**config.mk**
```make
export PLATFORM = sky130hd
export DESIGN_NAME = seg_scan_driver_flat
export DESIGN_NICKNAME = d
export VERILOG_FILES = /design/src/rtl/seg_pkg.sv /design/src/rtl/seg_scan_driver_if.sv /design/src/rtl/seg_glyph_sel.sv /design/src/rtl/seg_scan_driver.sv /design/src/flat_wrapper.sv
export SDC_FILE = /design/constraint.sdc
export NUM_CORES = 1
export LEC_CHECK = 0
export ABC_AREA = 1
export CAP_MARGIN = 10
export CORE_MARGIN = 3
export CORE_UTILIZATION = 40
export CTS_BUF_LIST = sky130_fd_sc_hd__clkbuf_4
export CTS_CLUSTER_DIAMETER = 150
export DETAILED_ROUTE_END_ITERATION = 6
export HOLD_SLACK_MARGIN = 0.08
export PLACE_DENSITY = 0.7
export SETUP_SLACK_MARGIN = 0.02
export SYNTH_ARGS = -nofsm -noshare
export SYNTH_HDL_FRONTEND = slang
export SYNTH_SLANG_ARGS = --single-unit
```
**constraint.sdc**
```tcl
create_clock -name clk -period 6.5 [get_ports clk]
set_clock_uncertainty 0.2 [all_clocks]
set_input_delay 0.65 -clock clk [delete_from_list [all_inputs] [get_ports clk]]
set_output_delay 0.65 -clock clk [all_outputs]
set_load 0.005 [all_outputs]
```
**src/rtl/seg_pkg.sv**
```systemverilog
`default_nettype none
// +----------------------------------------------------------------------------+
// | Package  : seg_pkg                                                         |
// | Purpose  : Glyph constants and hex-to-segment decoding shared by the       |
// |            7-segment scan driver. All patterns are active-low,             |
// |            bit order {dp,g,f,e,d,c,b,a}; the constants carry dp off (1).   |
// | Contents : seg_t, SEG_0..SEG_F, SEG_E/SEG_R/SEG_O, SEG_OFF, hex_to_seg()   |
// | Revision : 1.0 - initial release                                           |
// +----------------------------------------------------------------------------+
package seg_pkg;

  typedef logic [7:0] seg_t;

  localparam seg_t SEG_0   = 8'hC0;
  localparam seg_t SEG_1   = 8'hF9;
  localparam seg_t SEG_2   = 8'hA4;
  localparam seg_t SEG_3   = 8'hB0;
  localparam seg_t SEG_4   = 8'h99;
  localparam seg_t SEG_5   = 8'h92;
  localparam seg_t SEG_6   = 8'h82;
  localparam seg_t SEG_7   = 8'hF8;
  localparam seg_t SEG_8   = 8'h80;
  localparam seg_t SEG_9   = 8'h90;
  localparam seg_t SEG_A   = 8'h88;
  localparam seg_t SEG_B   = 8'h83;
  localparam seg_t SEG_C   = 8'hC6;
  localparam seg_t SEG_D   = 8'hA1;
  localparam seg_t SEG_E   = 8'h86;
  localparam seg_t SEG_F   = 8'h8E;
  localparam seg_t SEG_R   = 8'hAF;
  localparam seg_t SEG_O   = 8'hA3;
  localparam seg_t SEG_OFF = 8'hFF;

  // Returns only the seven segment bits; the caller merges its own dp bit.
  function automatic logic [6:0] hex_to_seg(input logic [3:0] nibble);
    seg_t g;
    case (nibble)
      4'h0:    g = SEG_0;
      4'h1:    g = SEG_1;
      4'h2:    g = SEG_2;
      4'h3:    g = SEG_3;
      4'h4:    g = SEG_4;
      4'h5:    g = SEG_5;
      4'h6:    g = SEG_6;
      4'h7:    g = SEG_7;
      4'h8:    g = SEG_8;
      4'h9:    g = SEG_9;
      4'hA:    g = SEG_A;
      4'hB:    g = SEG_B;
      4'hC:    g = SEG_C;
      4'hD:    g = SEG_D;
      4'hE:    g = SEG_E;
      default: g = SEG_F;
    endcase
    return g[6:0];
  endfunction

endpackage
`default_nettype wire

```
**src/rtl/seg_scan_driver_if.sv**
```systemverilog
`default_nettype none
// +----------------------------------------------------------------------------+
// | Interface: seg_scan_driver_if                                              |
// | Purpose  : Bundles the display data coming from the formatting logic and   |
// |            the pin-level outputs of the scan driver.                       |
// | Signals  : numb[4*DIGITS], dp[DIGITS], mask[DIGITS], error, brightness     |
// |            (formatter -> driver); anodes[DIGITS], cathodes[8], frame_done  |
// |            (driver -> pins / formatter).                                   |
// | Modports : master = formatter side, slave = scan driver side               |
// | Revision : 1.0 - initial release                                           |
// +----------------------------------------------------------------------------+
interface seg_scan_driver_if #(
  parameter int DIGITS = 8,
  parameter int DUTY_W = 4
);
  logic [4*DIGITS-1:0] numb;
  logic [DIGITS-1:0]   dp;
  logic [DIGITS-1:0]   mask;
  logic                error;
  logic [DUTY_W-1:0]   brightness;
  logic [DIGITS-1:0]   anodes;
  logic [7:0]          cathodes;
  logic                frame_done;

  modport master (
    output numb, dp, mask, error, brightness,
    input  anodes, cathodes, frame_done
  );

  modport slave (
    input  numb, dp, mask, error, brightness,
    output anodes, cathodes, frame_done
  );
endinterface
`default_nettype wire

```
**src/rtl/seg_glyph_sel.sv**
```systemverilog
`default_nettype none
// +----------------------------------------------------------------------------+
// | Module   : seg_glyph_sel                                                   |
// | Purpose  : Combinational cathode pattern for the digit being scanned.      |
// |            Normal mode decodes the shadow nibble and merges the dp bit;    |
// |            error mode spells "Error" on digits 4..0 (dp off).              |
// | Ports    : idx   in  IDX_W      digit currently scanned                    |
// |            numb  in  4*DIGITS   shadow nibbles                             |
// |            dp    in  DIGITS     shadow decimal points (1 = lit)            |
// |            error in  1          shadow error flag                          |
// |            seg   out 8          active-low {dp,g,f,e,d,c,b,a}              |
// | Revision : 1.0 - initial release                                           |
// +----------------------------------------------------------------------------+
module seg_glyph_sel
  import seg_pkg::*;
#(
  parameter int DIGITS = 8,
  parameter int IDX_W  = 3
) (
  input  logic [IDX_W-1:0]    idx,
  input  logic [4*DIGITS-1:0] numb,
  input  logic [DIGITS-1:0]   dp,
  input  logic                error,
  output seg_t                seg
);

  always_comb begin
    seg = SEG_OFF;
    if (error) begin
      // Digit 4 is the leftmost letter; narrower displays keep the tail.
      case (32'(idx))
        0:       seg = SEG_R;
        1:       seg = SEG_O;
        2:       seg = SEG_R;
        3:       seg = SEG_R;
        4:       seg = SEG_E;
        default: seg = SEG_OFF;
      endcase
    end else begin
      seg = {~dp[idx], hex_to_seg(numb[{idx, 2'b00} +: 4])};
    end
  end

endmodule
`default_nettype wire

```
**src/rtl/seg_scan_driver.sv**
```systemverilog
`default_nettype none
// +----------------------------------------------------------------------------+
// | Module   : seg_scan_driver                                                 |
// | Purpose  : Time-multiplexed driver for a DIGITS-wide common-anode          |
// |            7-segment display with anti-ghost blanking, per-frame shadow    |
// |            capture (no tearing) and an "Error" display mode.               |
// | Ports    : clk  in   system clock                                          |
// |            rst  in   asynchronous reset, active-high                       |
// |            bus  slave modport of seg_scan_driver_if (numb, dp, mask,       |
// |                 error, brightness in; anodes, cathodes, frame_done out)    |
// | Options  : SEG_DIMMING_EN - enables PWM brightness on the anode window.    |
// | Revision : 1.0 - initial release                                           |
// +----------------------------------------------------------------------------+
module seg_scan_driver
  import seg_pkg::*;
#(
  parameter int DIGITS       = 8,
  parameter int SLOT_CYCLES  = 1024,
  parameter int BLANK_CYCLES = 4,
  parameter int DUTY_W       = 4
) (
  input  logic             clk,
  input  logic             rst,
  seg_scan_driver_if.slave bus
);

  localparam int SLOT_W = $clog2(SLOT_CYCLES);
  localparam int IDX_W  = (DIGITS > 1) ? $clog2(DIGITS) : 1;

  localparam logic [SLOT_W-1:0] c_slot_last = SLOT_W'(SLOT_CYCLES - 1);
  localparam logic [SLOT_W-1:0] c_blank     = SLOT_W'(BLANK_CYCLES);
  localparam logic [IDX_W-1:0]  c_idx_last  = IDX_W'(DIGITS - 1);

  logic [SLOT_W-1:0]   r_slot;
  logic [IDX_W-1:0]    r_idx;
  logic [4*DIGITS-1:0] r_numb;
  logic [DIGITS-1:0]   r_dp;
  logic [DIGITS-1:0]   r_mask;
  logic                r_err;
  logic [DIGITS-1:0]   r_anodes;
  seg_t                r_cathodes;
  logic                r_frame_done;

  logic                w_slot_wrap;
  logic                w_boundary;
  logic                w_window;
  logic                w_digit_ok;
  logic                w_anode_on;
  logic [DIGITS-1:0]   w_anodes_nxt;
  seg_t                w_glyph;

  assign w_slot_wrap = (r_slot == c_slot_last);
  assign w_boundary  = w_slot_wrap && (r_idx == c_idx_last);

`ifdef SEG_DIMMING_EN
  logic [DUTY_W-1:0] r_bright;

  // Phase only matters once blanking is over, so the subtraction never
  // underflows where the result is used.
  assign w_window = (DUTY_W'(r_slot - c_blank) <= r_bright);

  always_ff @(posedge clk or posedge rst) begin
    if (rst) begin
      r_bright <= '0;
    end else if (w_boundary) begin
      r_bright <= bus.brightness;
    end
  end
`else
  logic unused_brightness;
  assign unused_brightness = ^bus.brightness;
  assign w_window          = 1'b1;
`endif

  // Error mode overrides the mask and only lights the five text positions.
  assign w_digit_ok   = r_err ? (32'(r_idx) < 32'd5) : ~r_mask[r_idx];
  assign w_anode_on   = (r_slot >= c_blank) && w_digit_ok && w_window;
  assign w_anodes_nxt = w_anode_on ? ~(DIGITS'(1) << r_idx) : '1;

  seg_glyph_sel #(
    .DIGITS (DIGITS),
    .IDX_W  (IDX_W)
  ) u_glyph_sel (
    .idx   (r_idx),
    .numb  (r_numb),
    .dp    (r_dp),
    .error (r_err),
    .seg   (w_glyph)
  );

  always_ff @(posedge clk or posedge rst) begin
    if (rst) begin
      r_slot       <= '0;
      r_idx        <= '0;
      r_numb       <= '0;
      r_dp         <= '0;
      r_mask       <= '1;   // first frame after reset stays dark
      r_err        <= 1'b0;
      r_anodes     <= '1;
      r_cathodes   <= SEG_OFF;
      r_frame_done <= 1'b0;
    end else begin
      r_slot <= w_slot_wrap ? '0 : r_slot + SLOT_W'(1);
      if (w_slot_wrap) begin
        r_idx <= (r_idx == c_idx_last) ? '0 : r_idx + IDX_W'(1);
      end
      // Shadow copy only at the frame boundary so a frame never mixes data.
      if (w_boundary) begin
        r_numb <= bus.numb;
        r_dp   <= bus.dp;
        r_mask <= bus.mask;
        r_err  <= bus.error;
      end
      r_anodes     <= w_anodes_nxt;
      r_cathodes   <= w_glyph;
      r_frame_done <= w_boundary;
    end
  end

  assign bus.anodes     = r_anodes;
  assign bus.cathodes   = r_cathodes;
  assign bus.frame_done = r_frame_done;

endmodule
`default_nettype wire
```
**src/flat_wrapper.sv**
```systemverilog
// flat-port wrapper written by rule: the top's interface ports become plain ports
module seg_scan_driver_flat import seg_pkg::*;
#(
  parameter int DIGITS       = 8,
  parameter int SLOT_CYCLES  = 1024,
  parameter int BLANK_CYCLES = 4,
  parameter int DUTY_W       = 4
)
  (clk, rst, bus_numb, bus_dp, bus_mask, bus_error, bus_brightness, bus_anodes, bus_cathodes, bus_frame_done);
  seg_scan_driver_if #(.DIGITS(DIGITS), .DUTY_W(DUTY_W)) bus_i ();
  input  logic clk;
  input  logic rst;
  input wire logic [$bits(bus_i.numb)-1:0] bus_numb;
  input wire logic [$bits(bus_i.dp)-1:0] bus_dp;
  input wire logic [$bits(bus_i.mask)-1:0] bus_mask;
  input wire logic [$bits(bus_i.error)-1:0] bus_error;
  input wire logic [$bits(bus_i.brightness)-1:0] bus_brightness;
  output wire logic [$bits(bus_i.anodes)-1:0] bus_anodes;
  output wire logic [$bits(bus_i.cathodes)-1:0] bus_cathodes;
  output wire logic [$bits(bus_i.frame_done)-1:0] bus_frame_done;
  assign bus_i.numb = bus_numb;
  assign bus_i.dp = bus_dp;
  assign bus_i.mask = bus_mask;
  assign bus_i.error = bus_error;
  assign bus_i.brightness = bus_brightness;
  assign bus_anodes = bus_i.anodes;
  assign bus_cathodes = bus_i.cathodes;
  assign bus_frame_done = bus_i.frame_done;
  seg_scan_driver #(.DIGITS(DIGITS), .SLOT_CYCLES(SLOT_CYCLES), .BLANK_CYCLES(BLANK_CYCLES), .DUTY_W(DUTY_W)) u_core (.clk(clk), .rst(rst), .bus(bus_i));
endmodule
```
# Word-level counts from Yosys, hierarchy flattened
# Memory sizes are Yosys's and may differ from the RTL's.
# Index checks and enable logic that the tools add are counted.
[op_classes] n_addsub=2 n_lt_le_gt_ge=3 eq_ne=6 shift=2 mux=10 bitwise=3 reduce_logical=4
[ops] operator="$shiftx 32x6->4" n=1
[ops] operator="$pmux 7 s3" n=1
[ops] operator="$mux 8" n=2
[ops] operator="$add 10x1->10 const B" n=1
[ops] operator="$eq 10x10->1 const B" n=1
[ops] operator="$ge 10x3->1 const B" n=1
[ops] operator="$mux 10" n=1
[ops] operator="$not 8->8" n=1
[ops] operator="$shl 1x3->8 const A" n=1
[ops] operator="$bmux 1 s3" n=2
[ops] operator="$eq 3x2->1 const B" n=2
[ops] operator="$eq 3x3->1 const B" n=2
[ops] operator="$lt 3x4->1 const B" n=1
[ops] operator="$add 3x1->3 const B" n=1
[ops] operator="$eq 3x1->1 const B" n=1
[ops] operator="$logic_not 3->1" n=1
[ops] operator="$lt 3x3->1 const B" n=1
[ops] operator="$mux 1" n=3
[ops] operator="$mux 3" n=1
[ops] operator="$reduce_or 3->1" n=1
[ops] operator="$logic_and 1x1->1" n=2
[ops] operator="$not 1->1" n=2
[totals] ff_bits=79 romBits=112 in_bits=55 output_inout_bits=17 wordCells=40 mem_count=1
[mem_list] memory="(no name shown)" words=16 word_bits=7 rd=1 rd_ports_with_merged_regs=0 wr=0 line="seg_pkg.sv:37" rtl="case (nibble)"

# Depth between registers and ports, before layout
# Gate-level depths: netlist (run 1).
[depth] word_depth=6 mapped_depth=15 mapped_depth_nobuf=13

# By module
# Synthesis (run 1) repeated with hierarchy kept, for this count alone.
[hier_totals] hier_cells=505 hier_area_um2=4043.9
[by_module_without_submodules] module="seg_scan_driver" n_inst=1 cells_each=353 area_per_inst_um2=3248.1 seq_area_each_um2=2006.9
[by_module_without_submodules] module="seg_glyph_sel" n_inst=1 cells_each=152 area_per_inst_um2=795.8 seq_area_each_um2=0.0

# Worst setup path before layout (run 1)
# Ideal clock, no wire load.
[synth_path] kind="register -> register" start="register u_core.r_idx[0]" end="register u_core.r_cathodes[2], in the netlist u_core.bus.cathodes[2]" setup_time_ns=0.073 t_arrival_ns=1.912 required_ns=6.227 path_slack_ns=4.315 stages_incl_launch_ff=15 path_buffers=2 synth_period_minus_slack_ns=2.185 cell_sequence="dfrtp_1 > buf_4 > inv_2 > buf_4 > nand2_1 > nand3_1 > nand2_1 > a21oi_1 > inv_1 > ha_1 > inv_1 > nand2_1 > nand2_1 > o21ai_0 > a21oi_1"
[synth_via] elab_chain_len=4 elab_cells_between_ends=10 classes_between="4 x eq/ne; 1 x shift; 2 x mux; 2 x reduce/logical; 1 x memory"
[synth_lines] item="from (decl)" line="seg_scan_driver.sv:35" rtl="logic [IDX_W-1:0] r_idx;"
[synth_lines] item="from (signal assigned)" line="seg_scan_driver.sv:105" rtl="r_idx <= (r_idx == c_idx_last) ? '0 : r_idx + IDX_W'(1);"
[synth_lines] item="parallel branches: the longest is 3 deep, another holds $mem_v2 16x7"
[synth_lines] item="$mux 8 *" line="seg_glyph_sel.sv:29" rtl="if (error) begin"
[synth_lines] item="via u_core.u_glyph_sel.seg[2]" line="seg_glyph_sel.sv:24" rtl="output seg_t seg"
[synth_lines] item="to (signal assigned)" line="seg_scan_driver.sv:115" rtl="r_cathodes <= w_glyph;"
[synth_lines] item="to (decl)" line="seg_scan_driver.sv:41" rtl="seg_t r_cathodes;"
# Mark *: on every way through the listed nets, which the timed path passes.
# A chain may end at the register's enable or synchronous reset.

# Worst setup path in the final report (run 1)
[layout_path] start="register u_core.r_idx[0]" end="register u_core.r_cathodes[0], in the netlist u_core.bus.cathodes[0]"
# Same word-level chain as after synthesis.

==> impl_metrics.yaml, run 1 <==
routing:
  antenna_left: 0
  avgViaCountPerCell: 4.76
  vias: 3216
  drc: 0
  drt_wl_total_um: 8520
  wl_per_cell_um: 12.6
  dr.first_iter.drc_count: 160
  firstDrtPassIters: 4
power:
  power_density_mw_per_mm2: 186
  power_leakage_nw: 2.27
  ir_worst_vdd_mv: 0.0984
cts:
  cts_hold_buf: 0
  insertion_delay_ns: 0.43
  clock_sinks: 79
  cts_max_level: 3
  cts_buffers: 9
  cts-root-buf: "clkbuf_4"
  path_clk_slew_ns: 0.12
  cts_resized: 0
  cts_tree: "yes"
  postCtsSetupBuffers: 0
  cts_buffer_depth: 2
yosys:
  synthTopCellsByArea: "dfrtp_1 (35%), nand2_1 (16%), dfstp_2 (16%)"
  ys_seq_area_frac: 0.508
  synth_top_area_frac: 0.349
  syn_inst: 481
  synth_common_cells: "nand2_1 (173), inv_1 (61), dfrtp_1 (55)"
  synth_fp_nets: 550
  ys_ff_latch: 79
  syn_area_per_cell_um2: 8.21
  synth_enable_flop_cells: 0
  post_synth_num_cell_types: 35
  async_reset_ff_frac: 1.00
  syn-cell-area_mm2: 0.00395
  synth_top_cell_by_area: "dfrtp_1"
  synth_warnings: 0
  yosysMostFrequentCell: "nand2_1"
  synth-main-ff-cell: "dfrtp_1"
placed_design:
  post-place-ws_ns: 3.32
  io_buffers: 67
  dp_hpwl_um: 5970
  placedCellCount: 660
  place_congestion: 0.781
die:
  rows: 35
  core_mm2: 0.00942
  die-area_mm2: 0.0111
  fp.dieW_um: 105
  die_y_um: 105
  start_util: 0.419
  io_pins: 72
timing:
  fmax_mhz: 310
  rsz0062_at_grt: "no"
  fin_crit_sh: 0.497
  worst_hold_slack_ns: 0.279
  final.setup.worst_slack_ns: 3.27
  max_slew_margin: 0.348
  fin_crit_ns: 3.23
  worst_slew_pin_slew_ns: 0.978
  maxSlewViolCount: 0
  finalSetupTns_ns: 0
  hold_viol: 0
  finalSetupViolations: 0
setup_path:
  arrival_ns: 3.39
  critPathSlowestCell: "dfrtp_1"
  cp.required_ns: 6.66
  crit_end: "u_core.bus.cathodes[0]$_DFF_PP1_"
  crit_family: "flip-flops"
  cp_num_cells: 11
  cp-end-kind: "register"
  cp_max_fo: 30
  worstRegToRegCells: 11
  timing.rr.start: "u_core.r_idx[0]$_DFFE_PP0N_"
  startpoint: "u_core.r_idx[0]$_DFFE_PP0N_"
  cp.buffers_inverters: 2
  cpPeakStageDelay_ns: 1.00
  r2r_setup_slack_ns: 3.27
  crit_path_frequent_cell: "nand2_1"
  regToRegEndpoint: "u_core.bus.cathodes[0]$_DFF_PP1_"
  critPathKind: "reg2reg"
  worstPathCellList: "inv_2 > o21ai_0 > nand2_1 > a21oi_2 > inv_1 > ha_1 > nand3b_1 > nand3_1 > nand2_1 > nand2_1 > nand2_1"
  critPathLaunchType: "register"
flow_run:
  max_cap_violations: 0
global_routing:
  grt.total_usage: 0.160
  grt_pass1_vias: 3069
  grt_pass1_wl_um: 14500
  grt_overflow: 0
  grt_max_degree: 82
  antenna_found_initial: 0
cells_and_area:
  nNetsFinal: 611
  area_growth_pct: 22.4
  antennaDiodeCount: 0
  drive_above_1_share: 0.0932
  fillers: 940
  layoutNonFillerInstCount: 676
  multi_input_area_mm2: 0.00156
  seq_area_mm2: 0.00201
outcome:
  status: "complete, no violations"
worst_hold_path:
  min_path_type: "reg2reg"
-- power breakdown --
| group | switching, mW | internal [mW] | total [mW] |
|---|---|---|---|
| sequential | 0 | 0.492 | 0.492 |
| clock | 0.173 | 0.192 | 0.365 |
| combinational | 0.0133 | 0.0263 | 0.0396 |
| total | 0.186 | 0.711 | 0.897 |
-- worst min-delay path, delay by kind of cell (launching register included) --
kind             cells  cell delay, ns
flip-flops           1            0.39
AND/OR/NAND/NOR      2            0.10
-- worst min-delay path by stage --
| stage | slack (ns) | depth (start not counted) | to | start |
|---|---|---|---|---|
| floorplan | 0.24 | 2 | u_core.r_dp[7]$_DFFE_PP0P_ | u_core.r_dp[7]$_DFFE_PP0P_ |
| global placement | 0.26 | 2 | u_core.r_mask[5]$_DFFE_PP1P_ | u_core.r_mask[5]$_DFFE_PP1P_ |
| detailed placement | 0.26 | 2 | u_core.r_mask[7]$_DFFE_PP1P_ | u_core.r_mask[7]$_DFFE_PP1P_ |
| CTS | 0.28 | 2 | u_core.r_mask[7]$_DFFE_PP1P_ | u_core.r_mask[7]$_DFFE_PP1P_ |
| global route | 0.29 | 2 | u_core.r_mask[7]$_DFFE_PP1P_ | u_core.r_mask[7]$_DFFE_PP1P_ |
| finish | 0.28 | 2 | u_core.r_mask[7]$_DFFE_PP1P_ | u_core.r_mask[7]$_DFFE_PP1P_ |
-- metrics by stage --
stage | utilization | instance area, µm² | total power, mW
floorplan | - | 3950 | 0.508
global placement | 0.494 | 4650 | 0.541
detailed placement | 0.494 | 4650 | 0.541
CTS | 0.513 | 4830 | 0.904
global route | 0.513 | 4830 | 0.926
finish | 0.513 | 4830 | 0.897
-- kinds of logic (layout without fill, tap and decap cells) --
| group | Yosys count | count (layout) | synth area share |
|---|---|---|---|
| buffers and inverters | 82 | 148 | 0.0957 |
| and+or+nand+nor | 235 | 235 | 0.252 |
| DFF | 79 | 79 | 0.508 |
| adders and majority gates | 14 | 14 | 0.0444 |
| AOI/OAI and AO/OA | 68 | 68 | 0.0926 |
| xor gates and xnor gates | 3 | 3 | 0.00666 |
-- routing by layer --
layer  wire, µm  GRT usage
met1       3990      0.225
met4        140     0.0562
met3        427     0.0227
met2       3960      0.254
met5          0          0
-- placed cells by master, fill, tap and decap left out, drive strengths merged, types with 2 or more instances in the layout --
master	count
xor2	3
clkdlybuf4s50	67
clkbuf	9
bufinv	3
ha	14
nor2	16
o221ai	2
dfrtp	55
nand4	8
a21oi	14
nor4	2
dfstp	24
inv	63
o21ai	46
clkinv	5
nand2	174
nor3	2
o211ai	2
nand3	31
-- cell type report --
| cell class | instances | area share |
|---|---|---|
| repair buffers | 68 | 0.140 |
| clock inverters | 7 | 0.0230 |
| clock buffers | 9 | 0.0140 |
| well taps | 129 | 0.0334 |
| inverters | 64 | 0.0507 |
| multi-input cells | 320 | 0.323 |
| flip-flops and latches | 79 | 0.415 |
-- state kept, by name, summed over array words and instances, names as in the netlist --
register and count:
u_core.bus.frame_done 1, u_core.r_err 1, u_core.bus.cathodes 8, u_core.r_idx 3, u_core.r_dp 8, u_core.bus.anodes 8, u_core.r_mask 8, u_core.r_slot 10
u_core.r_numb 32
Note: power is estimated with default switching activity, not from simulation.
==> run 2: changes to the inputs <==
==> constraint.sdc (replaced) <==
create_clock -name clk -period 3.35 [get_ports clk]
set_clock_uncertainty 0.2 [all_clocks]
set_input_delay 0.335 -clock clk [delete_from_list [all_inputs] [get_ports clk]]
set_output_delay 0.335 -clock clk [all_outputs]
set_load 0.005 [all_outputs]
==> run 2 against run 1 <==
Compared with the run above: combinational power increased by 96%; sequential cell count is the same; register-to-register slack lost 2.7 ns; critical path type unchanged; largest cell class unchanged; highest routed layer unchanged.
==> impl_metrics.yaml, run 2 (same netlist as run 1, synthesis figures left out) <==
outcome:
  status: "complete, no violations"
timing:
  hold_viol: 0
  worst_slew_pin_slew_ns: 0.536
  finalSetupTns_ns: 0
  rsz0062_at_grt: "no"
  fin_crit_ns: 2.81
  finalSetupViolations: 0
  fin_crit_sh: 0.839
  worst_hold_slack_ns: 0.119
  fmax_mhz: 356
  max_slew_margin: 0.643
  maxSlewViolCount: 0
  final.setup.worst_slack_ns: 0.540
power:
  power_leakage_nw: 2.26
  ir_worst_vdd_mv: 0.193
  power_density_mw_per_mm2: 347
cells_and_area:
  largest_reg_flops: 32
  drive_above_1_share: 0.0965
  mostFrequentLayoutCells: "nand2_1 (173), clkdlybuf4s50_1 (67), inv_1 (60)"
  area_growth_pct: 22.3
  antennaDiodeCount: 0
  top_regs: "u_core.r_numb (32), u_core.r_slot (10)"
  nNetsFinal: 613
  final_util: 0.513
  largest_register: "u_core.r_numb"
  layout_commonest_cell: "nand2_1"
global_routing:
  grt.total_usage: 0.159
  antenna_found_initial: 0
  grt_pass1_vias: 3059
  grt_pass1_wl_um: 14600
  grt_overflow: 0
  grt_max_degree: 82
routing:
  firstDrtPassIters: 4
  drc: 0
  wl_per_cell_um: 12.5
  antenna_left: 0
  drt_wl_total_um: 8480
  avgViaCountPerCell: 4.69
  dr.first_iter.drc_count: 166
  vias: 3182
cts:
  cts_tree: "yes"
  cts-root-buf: "clkbuf_4"
  cts_hold_buf: 0
  cts_buffers: 9
  cts_buffer_depth: 2
  cts_max_level: 3
  insertion_delay_ns: 0.42
  cts_resized: 0
  path_clk_slew_ns: 0.14
  clock_sinks: 79
  postCtsSetupBuffers: 0
die:
  rows: 35
  core_mm2: 0.00942
  die_y_um: 105
  io_pins: 72
  die-area_mm2: 0.0111
  fp.dieW_um: 105
  start_util: 0.419
setup_path:
  cp.required_ns: 3.48
  cp-end-kind: "register"
  arrival_ns: 2.94
  cp_max_fo: 24
  critPathLaunchType: "register"
  critPathKind: "reg2reg"
placed_design:
  io_buffers: 67
  dp_hpwl_um: 6240
  post-place-ws_ns: 0.582
  place_congestion: 0.784
flow_run:
  max_cap_violations: 0
worst_hold_path:
  min_path_type: "in2async"
## run 2: cell types whose count changed in the layout (fill, tap and decap cells not counted), sizes merged
cell	delta
clkinvlp	+1
inv	+1
buf	+2
bufinv	-1
clkbuf	+1
clkinv	-2
## run 2: stage by stage
stage | power (mW) | instances | instance area [µm²]
2_1_floorplan | 0.986 | 481 | 3950
6_report | 1.67 | 678 | 4830
3_3_place_gp | 1.05 | 662 | 4670
4_1_cts | 1.69 | 678 | 4830
3_5_place_dp | 1.05 | 662 | 4670
5_1_grt | 1.73 | 678 | 4830
## run 2: path summary, 6_finish.rpt
path | endpoint | cells past startpoint | slack, ns | from
hold / removal | u_core.r_slot[5]$_DFF_PP0_ | 3 | 0.12 | rst
setup / recovery | u_core.bus.cathodes[2]$_DFF_PP1_ | 12 | 0.54 | u_core.r_idx[0]$_DFFE_PP0N_
setup reg to reg | u_core.bus.cathodes[2]$_DFF_PP1_ | 12 | 0.54 | u_core.r_idx[0]$_DFFE_PP0N_
min in group clk | u_core.r_mask[4]$_DFFE_PP1P_ | 3 | 0.23 | bus_mask[4]
hold reg to reg | u_core.r_mask[7]$_DFFE_PP1P_ | 2 | 0.28 | u_core.r_mask[7]$_DFFE_PP1P_
max in group asynchronous | u_core.r_mask[6]$_DFFE_PP1P_ | 3 | 2.41 | rst
## run 2: layout make-up
cell class	count	area (µm²)
clock buffer	10	75.1
timing repair buffer	70	693
sequential	79	2010
clock inverter	6	83.8
inverter	64	245
fill	908	4590
tap	129	161
multi-input combinational	320	1560
## run 2: critical path: stages (launching register included)
cell,delay (ns)
dfrtp_1,0.57
inv_2,0.39
nand2_1,0.09
nand3_1,0.12
nand2_1,0.07
a21oi_1,0.41
inv_1,0.16
ha_1,0.25
inv_1,0.08
nand2_1,0.07
nand2_1,0.07
o21ai_0,0.07
a21oi_1,0.17
## run 2: where the power goes
| group | total [mW] | internal (mW) | switching, mW |
|---|---|---|---|
| Sequential | 0.955 | 0.955 | 0 |
| Combinational | 0.0776 | 0.0519 | 0.0257 |
| Clock | 0.641 | 0.309 | 0.331 |
| Total | 1.67 | 1.32 | 0.357 |
## run 2: routing by layer
metal	wire, µm	vias to the layer above	track usage
li1	-	1637	-
met1	3980	1454	0.223
met2	3950	83	0.252
met3	465	8	0.0361
met4	84	0	0.0384
met5	0	-	0
